$ cat src/rtl/store_buffer.sv
// Store buffer between the CPU and data memory. Pending stores sit in a circular
// FIFO, drain to memory in program order on idle cycles, and forward to loads.
module store_buffer #(
  parameter int DEPTH = 4
) (
  input  logic        clk_i,
  input  logic        rst_i,
  input  logic        mem_write_i,
  input  logic        mem_read_i,
  input  logic [31:0] addr_i,
  input  logic [31:0] data_i,
  output logic        stall_o,
  output logic [31:0] data_o,
  output logic        data_valid_o,
  output logic        empty_o,
  output logic [31:0] dm_addr_o,
  output logic [31:0] dm_data_o,
  output logic        dm_mem_write_o,
  output logic        dm_mem_read_o,
  input  logic [31:0] dm_data_i
);

  localparam int PW = (DEPTH > 1) ? $clog2(DEPTH) : 1;
  localparam int CW = PW + 1;

  logic [31:0]   addr_q [DEPTH];
  logic [31:0]   data_q [DEPTH];
  logic [PW-1:0] head_q;
  logic [PW-1:0] tail_q;
  logic [CW-1:0] count_q;

  logic          load_q;
  logic          fwd_hit_q;
  logic [31:0]   fwd_data_q;
  logic [31:0]   data_hold_q;

  logic          full;
  logic          accept;
  logic          load;
  logic          drain;
  logic          fwd_hit;
  logic [31:0]   fwd_data;
  logic [PW-1:0] idx;

  assign full    = (count_q == CW'(DEPTH));
  assign accept  = rst_i & mem_write_i & ~full;
  // A simultaneous read and write is a plain store; the load is dropped.
  assign load    = rst_i & mem_read_i & ~mem_write_i;
  assign drain   = rst_i & (count_q != '0) &
                   ((~mem_write_i & ~mem_read_i) | (mem_write_i & full));

  assign stall_o        = rst_i & mem_write_i & full;
  assign empty_o        = (count_q == '0);
  assign dm_mem_write_o = drain;
  assign dm_mem_read_o  = load;
  assign dm_addr_o      = load ? addr_i : addr_q[head_q];
  assign dm_data_o      = data_q[head_q];

  assign data_valid_o   = rst_i & load_q;
  assign data_o         = load_q ? (fwd_hit_q ? fwd_data_q : dm_data_i) : data_hold_q;

  // Walk oldest to youngest so the last match seen is the youngest store.
  always_comb begin
    fwd_hit  = 1'b0;
    fwd_data = '0;
    idx      = '0;
    for (int k = 0; k < DEPTH; k++) begin
      idx = head_q + PW'(k);
      if ((CW'(k) < count_q) && (addr_q[idx][31:2] == addr_i[31:2])) begin
        fwd_hit  = 1'b1;
        fwd_data = data_q[idx];
      end
    end
  end

  always_ff @(posedge clk_i) begin
    if (!rst_i) begin
      head_q      <= '0;
      tail_q      <= '0;
      count_q     <= '0;
      load_q      <= 1'b0;
      fwd_hit_q   <= 1'b0;
      fwd_data_q  <= '0;
      data_hold_q <= '0;
    end else begin
      if (accept) tail_q <= tail_q + PW'(1);
      if (drain)  head_q <= head_q + PW'(1);
      count_q    <= count_q + CW'(accept) - CW'(drain);
      load_q     <= load;
      fwd_hit_q  <= fwd_hit;
      fwd_data_q <= fwd_data;
      if (load_q) data_hold_q <= data_o;
    end
  end

  always_ff @(posedge clk_i) begin
    if (accept) begin
      addr_q[tail_q] <= addr_i;
      data_q[tail_q] <= data_i;
    end
  end

endmodule
$ cat config.mk
export PLATFORM = sky130hd
export DESIGN_NAME = store_buffer
export DESIGN_NICKNAME = d
export VERILOG_FILES = /design/src/rtl/store_buffer.sv
export SDC_FILE = /design/constraint.sdc
export NUM_CORES = 1
export LEC_CHECK = 0
export CORE_ASPECT_RATIO = 0.8
export CORE_MARGIN = 2
export CORE_UTILIZATION = 30
export CTS_BUF_LIST = sky130_fd_sc_hd__clkbuf_8
export DETAILED_ROUTE_END_ITERATION = 10
export GPL_TIMING_DRIVEN = 0
export HOLD_SLACK_MARGIN = 0.05
export SYNTH_ARGS = -nofsm -noshare
export SYNTH_HDL_FRONTEND = slang
export SYNTH_SLANG_ARGS = --single-unit
$ cat constraint.sdc
create_clock -name clk_i -period 4.5 [get_ports clk_i]
set_input_delay 0.45 -clock clk_i [delete_from_list [all_inputs] [get_ports clk_i]]
set_output_delay 0.45 -clock clk_i [all_outputs]
set_load 0.03 [all_outputs]
==> metrics.txt <==
# TYPE chip_impl_metric gauge
chip_impl_info{name="outcome",value="finished, final reports clean"} 1
chip_impl_metric{name="timing_max_transition_violations_final",unit=""} 0
chip_impl_metric{name="final_cells",unit=""} 2790
chip_impl_info{name="cp_common_cell",value="sky130_fd_sc_hd__buf_6"} 1
chip_impl_info{name="cp_cell_sequence",value="buf_6, buf_12, buf_8, buf_6, buf_8, buf_6, buf_4, mux4_2, xnor2_2, nand4_1, nor4_2, nand3_1, buf_2, clkbuf_2, o21ai_0, nand2_1, a21oi_2"} 1
chip_impl_metric{name="muxShareOfSynthArea",unit="%"} 26.01
chip_impl_metric{name="syn_avg_cell_area",unit="µm²"} 12.46
chip_impl_metric{name="detail_route.vias_per_cell",unit=""} 5.567
chip_impl_metric{name="grtUsageTotal",unit="%"} 21.09
chip_impl_metric{name="wl_per_cell",unit="µm"} 26.57
chip_impl_metric{name="timing.critical_path.slowest_cell_delay",unit="ns"} 0.36
chip_impl_metric{name="cts.clk_slew.worst_paths",unit="ns"} 0.07
chip_impl_metric{name="global_route.overflow_total",unit=""} 0
chip_impl_metric{name="drt_drc_violations_left",unit=""} 0
chip_impl_info{name="synth_top_family_by_area",value="multiplexers"} 1
chip_impl_metric{name="post_route_cells_drive_above_1_share",unit="%"} 21.73
chip_impl_metric{name="cap_viol_max_count",unit=""} 0
chip_impl_metric{name="max_freq",unit="MHz"} 229.2
chip_impl_metric{name="clock-sinks",unit=""} 331
chip_impl_metric{name="design.core.area",unit="µm²"} 66000
chip_impl_info{name="crit_slowest_cell",value="sky130_fd_sc_hd__mux4_2"} 1
chip_impl_metric{name="worst_clock_skew",unit="ns"} 0.06160
chip_impl_metric{name="synthXorXnorAreaFrac",unit="%"} 5.104
chip_impl_info{name="cells_taking_the_most_area_after_synthesis",value="sky130_fd_sc_hd__edfxtp_1 (38%), sky130_fd_sc_hd__mux4_2 (18%), sky130_fd_sc_hd__dfxtp_1 (7.5%)"} 1
chip_impl_metric{name="whs_path_depth",unit=""} 1
chip_impl_info{name="post-synth-top-area-cell",value="sky130_fd_sc_hd__edfxtp_1"} 1
chip_impl_info{name="synthMostInstantiatedCell",value="sky130_fd_sc_hd__edfxtp_1"} 1
chip_impl_metric{name="cp.required",unit="ns"} 5.07
chip_impl_metric{name="numCtsBuffers",unit=""} 59
chip_impl_metric{name="grt_antenna_before_repair",unit=""} 7
chip_impl_metric{name="ant_nets",unit=""} 0
chip_impl_metric{name="detailedPlacementHpwl",unit="µm"} 53190
chip_impl_metric{name="crit_arrival",unit="ns"} 4.93
chip_impl_metric{name="placement_rows",unit=""} 84
chip_impl_metric{name="die_area",unit="µm²"} 69020
chip_impl_metric{name="r2r_slack",unit="ns"} 0.14
chip_impl_metric{name="area_growth_syn_to_layout",unit="%"} 23.81
chip_impl_info{name="grt_setup_unrepaired",value="false"} 1
chip_impl_metric{name="layout_setup_ws",unit="ns"} 0.1376
chip_impl_metric{name="worst_slew_pin_slew",unit="ns"} 0.9134
chip_impl_metric{name="timing.reg2reg.worst_path_depth",unit=""} 17
chip_impl_info{name="crit_path_end_kind",value="flop"} 1
chip_impl_metric{name="final.period_utilization",unit="%"} 96.94
chip_impl_metric{name="htree_num_levels",unit=""} 2
chip_impl_metric{name="synth_cell_types",unit=""} 60
chip_impl_metric{name="synth_edf_count",unit=""} 256
chip_impl_metric{name="pre_cts_slack",unit="ns"} -0.8009
chip_impl_metric{name="synth-simple-area-share",unit="%"} 7.790
chip_impl_metric{name="clkLatencyLatePin",unit="ns"} 0.70
chip_impl_metric{name="clk_path_buf_depth",unit=""} 3
chip_impl_metric{name="dieWidth",unit="µm"} 293.2
chip_impl_metric{name="cell_count_after_placement",unit=""} 2675
chip_impl_metric{name="detail_route.wirelength",unit="µm"} 74130
chip_impl_info{name="start_kind",value="flop"} 1
chip_impl_metric{name="number_of_port_buffers",unit=""} 200
chip_impl_metric{name="vias",unit=""} 15532
chip_impl_metric{name="gpl.final_weighted_congestion",unit=""} 0.9161
chip_impl_metric{name="synth_compound_gate_area_share",unit="%"} 10.15
chip_impl_metric{name="synth-seq-area-share",unit="%"} 45.77
chip_impl_info{name="regToRegStartpoint",value="head_q[0]"} 1
chip_impl_metric{name="grt_pass1_wl",unit="µm"} 107300
chip_impl_metric{name="worst-path-max-fanout",unit=""} 10
chip_impl_metric{name="design_power_total",unit="mW"} 9.903
chip_impl_metric{name="period_minus_slack",unit="ns"} 4.362
chip_impl_metric{name="synth_warnings",unit=""} 0
chip_impl_info{name="tritoncts",value="yes"} 1
chip_impl_info{name="ys_top_cells_by_count",value="sky130_fd_sc_hd__edfxtp_1 (256), sky130_fd_sc_hd__mux4_2 (159), sky130_fd_sc_hd__nor2_1 (153)"} 1
chip_impl_metric{name="power.density",unit="nW/µm²"} 398.4
chip_impl_metric{name="initial_core_util",unit="%"} 30.42
chip_impl_metric{name="number_of_global_route_vias_before_repair",unit=""} 15466
chip_impl_info{name="criticalPathCategory",value="flop to flop"} 1
chip_impl_info{name="worstSetupStartpoint",value="head_q[0]"} 1
chip_impl_metric{name="drt_first_pass_iters",unit=""} 5
chip_impl_metric{name="vertical_die_dimension",unit="µm"} 235.4
chip_impl_metric{name="detailedRoute.firstIterationViolations",unit=""} 1740
chip_impl_metric{name="cts.hold.buffers_added",unit=""} 0
chip_impl_info{name="synthFlopType",value="sky130_fd_sc_hd__edfxtp_1"} 1
chip_impl_metric{name="setup_viol",unit=""} 0
chip_impl_metric{name="slew_headroom",unit="%"} 38.60
chip_impl_metric{name="peakVddDrop",unit="mV"} 0.2351
chip_impl_info{name="holdCritStartpoint",value="data_i[18]"} 1
chip_impl_metric{name="i_o_pin_count",unit=""} 201
chip_impl_metric{name="postSynthNetCount",unit=""} 1720
chip_impl_metric{name="timing_hold_violations_final",unit=""} 0
chip_impl_metric{name="finish.net_count",unit=""} 1986
chip_impl_metric{name="postSynth.asyncResetShare",unit="%"} 0
chip_impl_info{name="cts_root_buf",value="sky130_fd_sc_hd__clkbuf_8"} 1
chip_impl_metric{name="grt_max_degree",unit=""} 46
chip_impl_metric{name="synth_top_cell_area_share",unit="%"} 38.29
chip_impl_info{name="hp-class",value="primary input to flop"} 1
chip_impl_metric{name="yosys_register_bits",unit=""} 331
chip_impl_metric{name="netlist_instances",unit=""} 1611
chip_impl_metric{name="syn-cell-area",unit="µm²"} 20080
chip_impl_metric{name="yosys.area_share.adder",unit="%"} 0.5983
chip_impl_metric{name="power_leakage",unit="nW"} 7.935
## power breakdown
| part | switching (mW) | internal [mW] |
|---|---|---|
| clock network | 1.33 | 1.85 |
| logic | 1.77 | 1.34 |
| registers | 0.117 | 3.49 |
## layer usage
| layer | wire [µm] | track usage, % | up-vias |
|---|---|---|---|
| met5 | 68 | 0 | - |
| met4 | 1628 | 5.550 | 10 |
| met3 | 7193 | 5.655 | 120 |
| met2 | 32680 | 31.42 | 795 |
| met1 | 32560 | 30.22 | 7897 |
| li1 | - | - | 6710 |
## worst max-delay path: cells and delay by family (launching register included)
kind | cells | cell delay [ns]
xor gates and xnor gates | 1 | 0.28
AOI/OAI and AO/OA | 2 | 0.42
buffers and inverters | 9 | 2.08
and+or+nand+nor | 4 | 0.77
muxes | 1 | 0.36
DFF | 1 | 0.32
## final timing paths
path                        end
hold / removal    data_q[3][18]
setup / recovery  fwd_data_q[4]
setup reg to reg  fwd_data_q[4]
hold reg to reg       tail_q[1]
## area by class of cell
cell class,count,area [µm²]
sequential,331,9190
multi-input combinational,1079,10110
antenna,2,5.005
buffer,154,819.5
tap,860,1076
clock buffer,72,991.0
inverter,45,168.9
fill,6316,41150
timing repair buffer,207,2135
clock inverter,40,359.1
## sequential cells by signal, summed over array words and instances, names as in the netlist, named ones only
signal       count
addr_q         128
data_q         128
data_hold_q     32
fwd_data_q      32
count_q          3
head_q           2
tail_q           2
fwd_hit_q        1
load_q           1
## cells in the final DEF (no fill, tap or decap), types with 32 or more instances in the layout
| cell type | count |
|---|---|
| sky130_fd_sc_hd__and2_1 | 42 |
| sky130_fd_sc_hd__mux2i_1 | 112 |
| sky130_fd_sc_hd__edfxtp_1 | 256 |
| sky130_fd_sc_hd__a21boi_0 | 32 |
| sky130_fd_sc_hd__clkbuf_8 | 72 |
| sky130_fd_sc_hd__xnor2_1 | 82 |
| sky130_fd_sc_hd__nor2_1 | 153 |
| sky130_fd_sc_hd__mux2_2 | 44 |
| sky130_fd_sc_hd__a21oi_1 | 106 |
| sky130_fd_sc_hd__o221ai_1 | 32 |
| sky130_fd_sc_hd__inv_1 | 63 |
| sky130_fd_sc_hd__nand2_1 | 102 |
| sky130_fd_sc_hd__clkbuf_1 | 76 |
| sky130_fd_sc_hd__o21ai_0 | 41 |
| sky130_fd_sc_hd__mux4_2 | 159 |
| sky130_fd_sc_hd__dfxtp_1 | 74 |
| sky130_fd_sc_hd__clkdlybuf4s50_1 | 200 |
## what timing repair did
item,4_1_cts,5_1_grt
endpoints found under the setup margin,78,39
endpoints found under the hold margin,0,0
buffers inserted,1,2
pin swaps,1,2
gates resized for setup,33,24
## stage by stage
stage	area [µm²]	setup TNS (ns)	util [%]	hold WS, ns
after floorplan	20080	0	-	0.5278
after global placement	23150	-354.92	35.08	0.5400
after detailed placement	23290	-23.21	35.29	0.5791
after CTS	24740	0	37.48	0.3483
after global routing	24860	0	37.66	0.3743
final	24860	0	37.66	0.4014
## cell families after synthesis
family | Yosys count
compound gates | 286
xor+xnor | 117
fa+ha+maj | 9
buf+inv | 201
flops | 331
mux | 317
simple gates | 350
Note: power is estimated with default switching activity, not from simulation.
